<file path="config.mk">
export PLATFORM = sky130hd
export DESIGN_NAME = fifo_arb
export DESIGN_NICKNAME = d
export VERILOG_FILES = /design/src/rtl/fifo_arb_pkg.sv /design/src/rtl/fifo_arb_ch.sv /design/src/rtl/fifo_arb.sv
export SDC_FILE = /design/constraint.sdc
export NUM_CORES = 1
export LEC_CHECK = 0
export ABC_AREA = 1
export BUFFER_PORTS_ARGS = -buffer_cell sky130_fd_sc_hd__buf_2
export CORE_MARGIN = 4
export CORE_UTILIZATION = 50
export CTS_CLUSTER_DIAMETER = 120
export CTS_CLUSTER_SIZE = 24
export DETAILED_ROUTE_END_ITERATION = 12
export MAX_ROUTING_LAYER = met4
export PLACE_DENSITY = 0.71
export SYNTH_ARGS = -nofsm -noshare
export SYNTH_HDL_FRONTEND = slang
export SYNTH_SLANG_ARGS = --single-unit
export TNS_END_PERCENT = 100
</file>
<file path="constraint.sdc">
create_clock -name clk -period 4 [get_ports clk]
set_clock_uncertainty 0.2 [all_clocks]
set_input_delay 0.8 -clock clk [delete_from_list [all_inputs] [get_ports clk]]
set_output_delay 0.8 -clock clk [all_outputs]
set_load 0.05 [all_outputs]
</file>
<file path="src/rtl/fifo_arb_pkg.sv">
// Shared types and width helpers for the multi-channel FIFO arbiter.
package fifo_arb_pkg;

    typedef enum logic {
        ARB_FREE   = 1'b0,
        ARB_LOCKED = 1'b1
    } arb_state_t;

    // Bits needed to index n values, never less than one.
    function automatic int width_of(input int n);
        return (n <= 2) ? 1 : $clog2(n);
    endfunction

endpackage

</file>
<file path="src/rtl/fifo_arb_ch.sv">
// One input channel: DEPTH-entry circular buffer with wrap pointers,
// occupancy count and a synchronous flush.
module fifo_arb_ch
    import fifo_arb_pkg::*;
#(
    parameter int WIDTH = 8,
    parameter int DEPTH = 10,
    localparam int CNT_W = width_of(DEPTH + 1)
) (
    input  logic             clk,
    input  logic             reset,
    input  logic             wr_val,
    input  logic [WIDTH-1:0] wr_data,
    output logic             wr_rdy,
    input  logic             flush,
    input  logic             pop,
    output logic [WIDTH-1:0] rd_data,
    output logic [CNT_W-1:0] count,
    output logic             empty
);

    localparam int PTR_W = width_of(DEPTH);

    logic [WIDTH-1:0] mem_q [DEPTH];
    logic [PTR_W-1:0] wr_ptr_q, wr_ptr_d;
    logic [PTR_W-1:0] rd_ptr_q, rd_ptr_d;
    logic [CNT_W-1:0] count_q, count_d;
    logic             full;
    logic             push;
    logic             pop_ok;

    function automatic logic [PTR_W-1:0] ptr_inc(input logic [PTR_W-1:0] p);
        return (p == PTR_W'(DEPTH - 1)) ? '0 : p + 1'b1;
    endfunction

    assign full    = (count_q == CNT_W'(DEPTH));
    assign empty   = (count_q == '0);
    assign wr_rdy  = reset & ~flush & ~full;
    assign push    = wr_val & wr_rdy;
    assign pop_ok  = pop & ~empty;
    assign count   = count_q;
    assign rd_data = mem_q[rd_ptr_q];

    always_comb begin
        wr_ptr_d = wr_ptr_q;
        rd_ptr_d = rd_ptr_q;
        count_d  = count_q;
        if (flush) begin
            // A pop that coincides with flush is simply swallowed here.
            wr_ptr_d = '0;
            rd_ptr_d = '0;
            count_d  = '0;
        end else begin
            if (push) begin
                wr_ptr_d = ptr_inc(wr_ptr_q);
            end
            if (pop_ok) begin
                rd_ptr_d = ptr_inc(rd_ptr_q);
            end
            case ({push, pop_ok})
                2'b10:   count_d = count_q + 1'b1;
                2'b01:   count_d = count_q - 1'b1;
                default: count_d = count_q;
            endcase
        end
    end

    always_ff @(posedge clk) begin
        if (!reset) begin
            wr_ptr_q <= '0;
            rd_ptr_q <= '0;
            count_q  <= '0;
        end else begin
            wr_ptr_q <= wr_ptr_d;
            rd_ptr_q <= rd_ptr_d;
            count_q  <= count_d;
        end
    end

    // Storage is never cleared; count and pointers define what is live.
    always_ff @(posedge clk) begin
        if (push) begin
            mem_q[wr_ptr_q] <= wr_data;
        end
    end

endmodule

</file>
<file path="src/rtl/fifo_arb.sv">
// NUM_CH independent channel FIFOs merged onto one valid/ready output by a
// work-conserving round-robin arbiter that locks its grant under backpressure.
module fifo_arb
    import fifo_arb_pkg::*;
#(
    parameter int WIDTH  = 8,
    parameter int DEPTH  = 10,
    parameter int NUM_CH = 4,
    localparam int CH_W  = width_of(NUM_CH),
    localparam int CNT_W = width_of(DEPTH + 1)
) (
    input  logic                    clk,
    input  logic                    reset,
    input  logic [NUM_CH*WIDTH-1:0] data_in,
    input  logic [NUM_CH-1:0]       data_in_val,
    output logic [NUM_CH-1:0]       data_in_rdy,
    input  logic [NUM_CH-1:0]       flush,
    output logic [WIDTH-1:0]        data_out,
    output logic [CH_W-1:0]         data_out_ch,
    output logic                    data_out_val,
    input  logic                    data_out_rdy,
    output logic [NUM_CH*CNT_W-1:0] count
);

    logic [WIDTH-1:0]  head [NUM_CH];
    logic [NUM_CH-1:0] empty;
    logic [NUM_CH-1:0] non_empty;
    logic [NUM_CH-1:0] pop_vec;

    arb_state_t        state_q, state_d;
    logic [CH_W-1:0]   rr_q, rr_d;
    logic [CH_W-1:0]   lock_ch_q, lock_ch_d;
    logic [CH_W-1:0]   grant_free;
    logic [CH_W-1:0]   cand;
    logic [CH_W-1:0]   grant;
    logic              out_val;
    logic              pop_any;

    genvar gi;
    generate
        for (gi = 0; gi < NUM_CH; gi++) begin : g_ch
            fifo_arb_ch #(
                .WIDTH (WIDTH),
                .DEPTH (DEPTH)
            ) u_ch (
                .clk     (clk),
                .reset   (reset),
                .wr_val  (data_in_val[gi]),
                .wr_data (data_in[gi*WIDTH +: WIDTH]),
                .wr_rdy  (data_in_rdy[gi]),
                .flush   (flush[gi]),
                .pop     (pop_vec[gi]),
                .rd_data (head[gi]),
                .count   (count[gi*CNT_W +: CNT_W]),
                .empty   (empty[gi])
            );
            assign non_empty[gi] = ~empty[gi];
            assign pop_vec[gi]   = pop_any & (grant == CH_W'(gi));
        end
    endgenerate

    // Scan from the far end back toward rr so the last hit is the nearest one.
    always_comb begin
        grant_free = rr_q;
        cand       = '0;
        for (int i = NUM_CH - 1; i >= 0; i--) begin
            if (int'(rr_q) + i >= NUM_CH) begin
                cand = CH_W'(int'(rr_q) + i - NUM_CH);
            end else begin
                cand = CH_W'(int'(rr_q) + i);
            end
            if (non_empty[cand]) begin
                grant_free = cand;
            end
        end
    end

    // A locked channel stays non-empty until it is popped or flushed,
    // both of which release the lock, so any-non-empty is the valid.
    assign grant   = (state_q == ARB_LOCKED) ? lock_ch_q : grant_free;
    assign out_val = reset & (|non_empty);
    assign pop_any = out_val & data_out_rdy;

    always_comb begin
        state_d   = state_q;
        rr_d      = rr_q;
        lock_ch_d = lock_ch_q;
        if (pop_any) begin
            state_d = ARB_FREE;
            rr_d    = (grant == CH_W'(NUM_CH - 1)) ? '0 : grant + 1'b1;
        end else if (out_val) begin
            if (flush[grant]) begin
                state_d = ARB_FREE;
            end else begin
                state_d   = ARB_LOCKED;
                lock_ch_d = grant;
            end
        end
    end

    always_ff @(posedge clk) begin
        if (!reset) begin
            state_q   <= ARB_FREE;
            rr_q      <= '0;
            lock_ch_q <= '0;
        end else begin
            state_q   <= state_d;
            rr_q      <= rr_d;
            lock_ch_q <= lock_ch_d;
        end
    end

    assign data_out_val = out_val;
    assign data_out     = out_val ? head[grant] : '0;
    assign data_out_ch  = out_val ? grant : '0;

endmodule

</file>
==> qor_table.md <==
| Metric | Value | Unit |
|:---|:---|:---|
| Number of warnings printed during yosys synthesis | 0 | - |
| Core Box Area | 0.0319 | mm^2 |
| Via count | 11224 | - |
| Number of primary I/O pins | 74 | - |
| Final cell count without fillers | 2016 | - |
| Fraction of layout cells with a size suffix above 1 | 13.8 | % |
| Crit path launch type | flop | - |
| Post-route ant nets | 0 | - |
| Clk Tree Root Cell | sky130_fd_sc_hd__clkbuf_16 | - |
| Height of the die | 189 | um |
| Combined area of all synthesized cells | 0.0163 | mm^2 |
| Cell area power density | 404 | mW/mm^2 |
| Pin count of the biggest net entering global routing | 42 | - |
| Detailed-route vias per instance | 5.57 | - |
| Total design power | 7.33 | mW |
| Number of DRC markers after the initial detailed-route iteration | 1027 | - |
| Number of hold-repair buffers added at the cts stage | 0 | - |
| Number of synthesized register bits | 389 | - |
| Overall Global Routing Usage | 21.0 | % |
| Count of nets after finishing | 1622 | - |
| Max-capacitance violation count | 0 | - |
| Count of endpoints failing hold in the final timing report | 0 | - |
| Gate count after technology mapping | 1473 | - |
| Number of global-route vias before repair | 10827 | - |
| Number of iterations in the first detailed-routing pass | 5 | - |
| Global-route wire length before repair | 58900 | um |
| Post-CTS setup repair buffer count | 0 | - |
| TritonCTS clock tree | yes | - |
| Unrepaired setup endpoints after global routing | false | - |
| Min cycle time layout | 3.91 | ns |
| Port buffer count | 73 | - |
| Number of clock sinks | 389 | - |
| DR WL/cell | 18.3 | um |
| CTS H-tree depth | 1 | - |
| Largest fanout on the critical path | 24 | - |
| Detailed-route wire length | 37000 | um |
| Cell row count | 65 | - |
| Critical setup path kind | flop to output port | - |
| Placer Congestion | 0.909 | - |
| Max VDD drop | 0.439 | mV |
| Area added between synthesis and finish | 11.1 | % |
| Final setup violation count | 0 | - |
| Number of distinct library cell variants in the gate-level netlist after synthesis | 41 | - |
| Highest clock rate | 0.256 | GHz |
| Sequential cell area fraction in the yosys report | 67.2 | % |
| Worst slew slack as a fraction of its limit | 47.3 | % |
| Gr ovfl total | 0 | - |
| Initial standard-cell utilization of the core | 51.3 | % |
| Worst Path Required | 3.00 | ns |
| Net count of the mapped netlist | 1529 | - |
| Avg Cell Area, Syn | 11.1 | um^2 |
| Antenna violations before repair | 1 | - |
| Source-to-sink clock delay at the later pin of the worst-skew pair | 0.53 | ns |
| Slew @ Worst Pin | 0.788 | ns |
| Data arrival time of the worst path | 2.91 | ns |
| Die span in x | 189 | um |
| Die Outline Area | 0.0356 | mm^2 |
| Setup total negative slack | 0 | ns |
| Type of the worst min-delay path | flop to flop | - |
| Final HPWL from detailed placement | 25500 | um |
| Max Transition Viols Final | 0 | - |
| Worst slack, placed | 0.467 | ns |
| CP endpoint kind | output port | - |
| Worst path setup slack after routing | 0.0861 | ns |
| DRC violations left | 0 | - |
| Reg clk slew, reported paths | 0.09 | ns |
| Placed instance count | 1977 | - |
| Result of the run | complete, no violations | - |
| Maximum root-to-sink buffer count | 3 | - |
| Crit share post-route | 97.8 | % |
| Number of clock buffers inserted by TritonCTS | 20 | - |
| Leakage power total | 6.54 | nW |
==> repair_timing <==
item | CTS | global route
hold endpoints to repair | 0 | 0
pin swaps | 0 | 1
cloned | 0 | 2
endpoints found under the setup margin | 7 | 8
gates resized for setup | 6 | 24
==> per-layer routing <==
metal	vias to the layer above	routed length (um)	share of wire (%)	global-route usage (%)
li1	5396	-	-	-
met1	5411	16000	43	28.7
met2	355	18000	49	34.1
met3	62	2000	5.4	2.28
met4	0	1030	2.8	5.69
met5	-	0	0	-
==> layout by cell type, fill, tap and decap left out, types with 2 or more instances in the layout <==
cell	count
sky130_fd_sc_hd__dfxtp_1	66
sky130_fd_sc_hd__xnor2_1	5
sky130_fd_sc_hd__dfxtp_2	3
sky130_fd_sc_hd__nand4_1	3
sky130_fd_sc_hd__nand3_1	89
sky130_fd_sc_hd__nor4_1	3
sky130_fd_sc_hd__a21oi_1	136
sky130_fd_sc_hd__a221oi_1	32
sky130_fd_sc_hd__clkbuf_1	14
sky130_fd_sc_hd__nand3b_1	3
sky130_fd_sc_hd__xor2_1	6
sky130_fd_sc_hd__edfxtp_1	320
sky130_fd_sc_hd__ha_1	13
sky130_fd_sc_hd__nand2_1	329
sky130_fd_sc_hd__nor3_1	7
sky130_fd_sc_hd__nor2_4	11
sky130_fd_sc_hd__clkinvlp_4	4
sky130_fd_sc_hd__o211ai_1	5
sky130_fd_sc_hd__inv_2	8
sky130_fd_sc_hd__a31oi_1	3
sky130_fd_sc_hd__buf_4	69
sky130_fd_sc_hd__a32o_1	32
sky130_fd_sc_hd__nand3_4	2
sky130_fd_sc_hd__a21oi_2	4
sky130_fd_sc_hd__nand3_2	4
sky130_fd_sc_hd__nor2_2	7
sky130_fd_sc_hd__o32ai_1	2
sky130_fd_sc_hd__nor2_8	2
sky130_fd_sc_hd__o21ai_0	83
sky130_fd_sc_hd__inv_1	100
sky130_fd_sc_hd__buf_2	66
sky130_fd_sc_hd__a211oi_1	2
sky130_fd_sc_hd__nor2_1	92
sky130_fd_sc_hd__nand2_2	9
sky130_fd_sc_hd__clkbuf_16	21
sky130_fd_sc_hd__o31ai_1	4
sky130_fd_sc_hd__o21ai_1	11
==> critical path, stage by stage (launching register included) <==
cell and delay [ns]:
sky130_fd_sc_hd__dfxtp_1 0.50, sky130_fd_sc_hd__buf_4 0.34, sky130_fd_sc_hd__nand2_1 0.08, sky130_fd_sc_hd__a32o_1 0.25, sky130_fd_sc_hd__o21ai_0 0.27, sky130_fd_sc_hd__o21ai_0 0.27, sky130_fd_sc_hd__nand2_1 0.15, sky130_fd_sc_hd__nand3_1 0.12
sky130_fd_sc_hd__a21oi_2 0.18, sky130_fd_sc_hd__buf_4 0.21
==> kinds of logic (layout without fill, tap and decap cells) <==
kind of cell	after synthesis	in the layout	synth area share (%)
and+or+nand+nor	564	565	15.0
adders and majority gates	13	13	0.995
xor gates and xnor gates	11	11	0.589
buffers and inverters	180	286	4.41
other	0	1	0
DFF	389	389	67.2
AOI/OAI and AO/OA	316	316	11.8
==> cells in the mapped netlist <==
library cell | n | area share, %
sky130_fd_sc_hd__inv_4 | 1 | 0.038
sky130_fd_sc_hd__o31ai_1 | 4 | 0.18
sky130_fd_sc_hd__nand4_1 | 3 | 0.11
sky130_fd_sc_hd__o221ai_1 | 1 | 0.054
sky130_fd_sc_hd__and3_1 | 1 | 0.038
sky130_fd_sc_hd__o21ai_1 | 11 | 0.34
sky130_fd_sc_hd__nand3_1 | 89 | 2.7
sky130_fd_sc_hd__xnor2_1 | 5 | 0.27
sky130_fd_sc_hd__clkbuf_1 | 44 | 1.0
sky130_fd_sc_hd__o32ai_1 | 2 | 0.11
sky130_fd_sc_hd__dfxtp_1 | 69 | 8.5
sky130_fd_sc_hd__buf_6 | 2 | 0.14
sky130_fd_sc_hd__nor3_2 | 1 | 0.061
sky130_fd_sc_hd__a31oi_1 | 3 | 0.11
sky130_fd_sc_hd__nor2_1 | 95 | 2.2
sky130_fd_sc_hd__xor2_1 | 6 | 0.32
sky130_fd_sc_hd__nor4_1 | 3 | 0.11
sky130_fd_sc_hd__a221oi_1 | 32 | 1.7
sky130_fd_sc_hd__nand3_2 | 5 | 0.31
sky130_fd_sc_hd__a21oi_1 | 140 | 4.3
sky130_fd_sc_hd__inv_1 | 103 | 2.4
sky130_fd_sc_hd__o211ai_1 | 5 | 0.23
sky130_fd_sc_hd__nor3_1 | 7 | 0.21
sky130_fd_sc_hd__nand3_4 | 1 | 0.11
sky130_fd_sc_hd__nor2_4 | 7 | 0.48
sky130_fd_sc_hd__nand2_2 | 9 | 0.34
sky130_fd_sc_hd__o21ai_0 | 83 | 2.5
sky130_fd_sc_hd__inv_2 | 8 | 0.18
sky130_fd_sc_hd__a32o_1 | 32 | 2.0
sky130_fd_sc_hd__buf_4 | 6 | 0.28
sky130_fd_sc_hd__nor2_8 | 2 | 0.24
sky130_fd_sc_hd__nand2_4 | 1 | 0.069
sky130_fd_sc_hd__nor2_2 | 8 | 0.31
sky130_fd_sc_hd__buf_1 | 12 | 0.28
sky130_fd_sc_hd__buf_2 | 4 | 0.12
sky130_fd_sc_hd__ha_1 | 13 | 1.0
sky130_fd_sc_hd__nand2_1 | 329 | 7.6
sky130_fd_sc_hd__edfxtp_1 | 320 | 59
sky130_fd_sc_hd__a31oi_4 | 1 | 0.13
sky130_fd_sc_hd__a211oi_1 | 2 | 0.092
sky130_fd_sc_hd__nand3b_1 | 3 | 0.14
==> path summary, 6_finish.rpt <==
kind,cells past startpoint,startpoint,end,slack [ns]
hold / removal,2,g_ch[1].u_ch.wr_ptr_q[0]$_SDFFE_PP0P_,g_ch[1].u_ch.wr_ptr_q[0]$_SDFFE_PP0P_,0.31
setup reg to reg,18,g_ch[1].u_ch.count[1]$_SDFFE_PP0P_,g_ch[1].u_ch.count[2]$_SDFFE_PP0P_,0.60
setup / recovery,9,flop,data_out[5],0.09
hold reg to reg,2,g_ch[1].u_ch.wr_ptr_q[0]$_SDFFE_PP0P_,g_ch[1].u_ch.wr_ptr_q[0]$_SDFFE_PP0P_,0.31
==> flip-flops by register name, indices dropped and copies added (netlist names), named ones only <==
name and count:
state_q 1, g_ch.u_ch.count 16, rr_q 2, g_ch.u_ch.mem_q 320, lock_ch_q 2, g_ch.u_ch.rd_ptr_q 16, g_ch.u_ch.wr_ptr_q 16
==> where the power goes <==
group / total [mW] / switching [mW] / internal (mW)
combinational: 0.679 / 0.491 / 0.188
clock: 2.24 / 1.24 / 1.01
sequential: 4.41 / 0.0178 / 4.39
total: 7.33 / 1.75 / 5.59
==> metrics by stage <==
step	util, %	area [um^2]	hold WS [ns]
2_1_floorplan	-	16300	0.256
3_3_place_gp	54.7	17400	0.280
3_5_place_dp	54.7	17400	0.287
4_1_cts	56.7	18100	0.303
5_1_grt	57.0	18200	0.328
6_report	57.0	18200	0.305
==> final cells by class <==
cell class,count,area (um^2)
Sequential cell,389,11000
Fill cell,2709,13700
Inverter,112,434
Antenna cell,1,2.50
Clock inverter,1,20.0
Timing Repair inverter,1,7.51
Clock buffer,35,578
Tap cell,435,544
Multi-Input combinational cell,905,4700
Timing Repair Buffer,137,876
No activity file was read; power rests on OpenSTA's default activity.
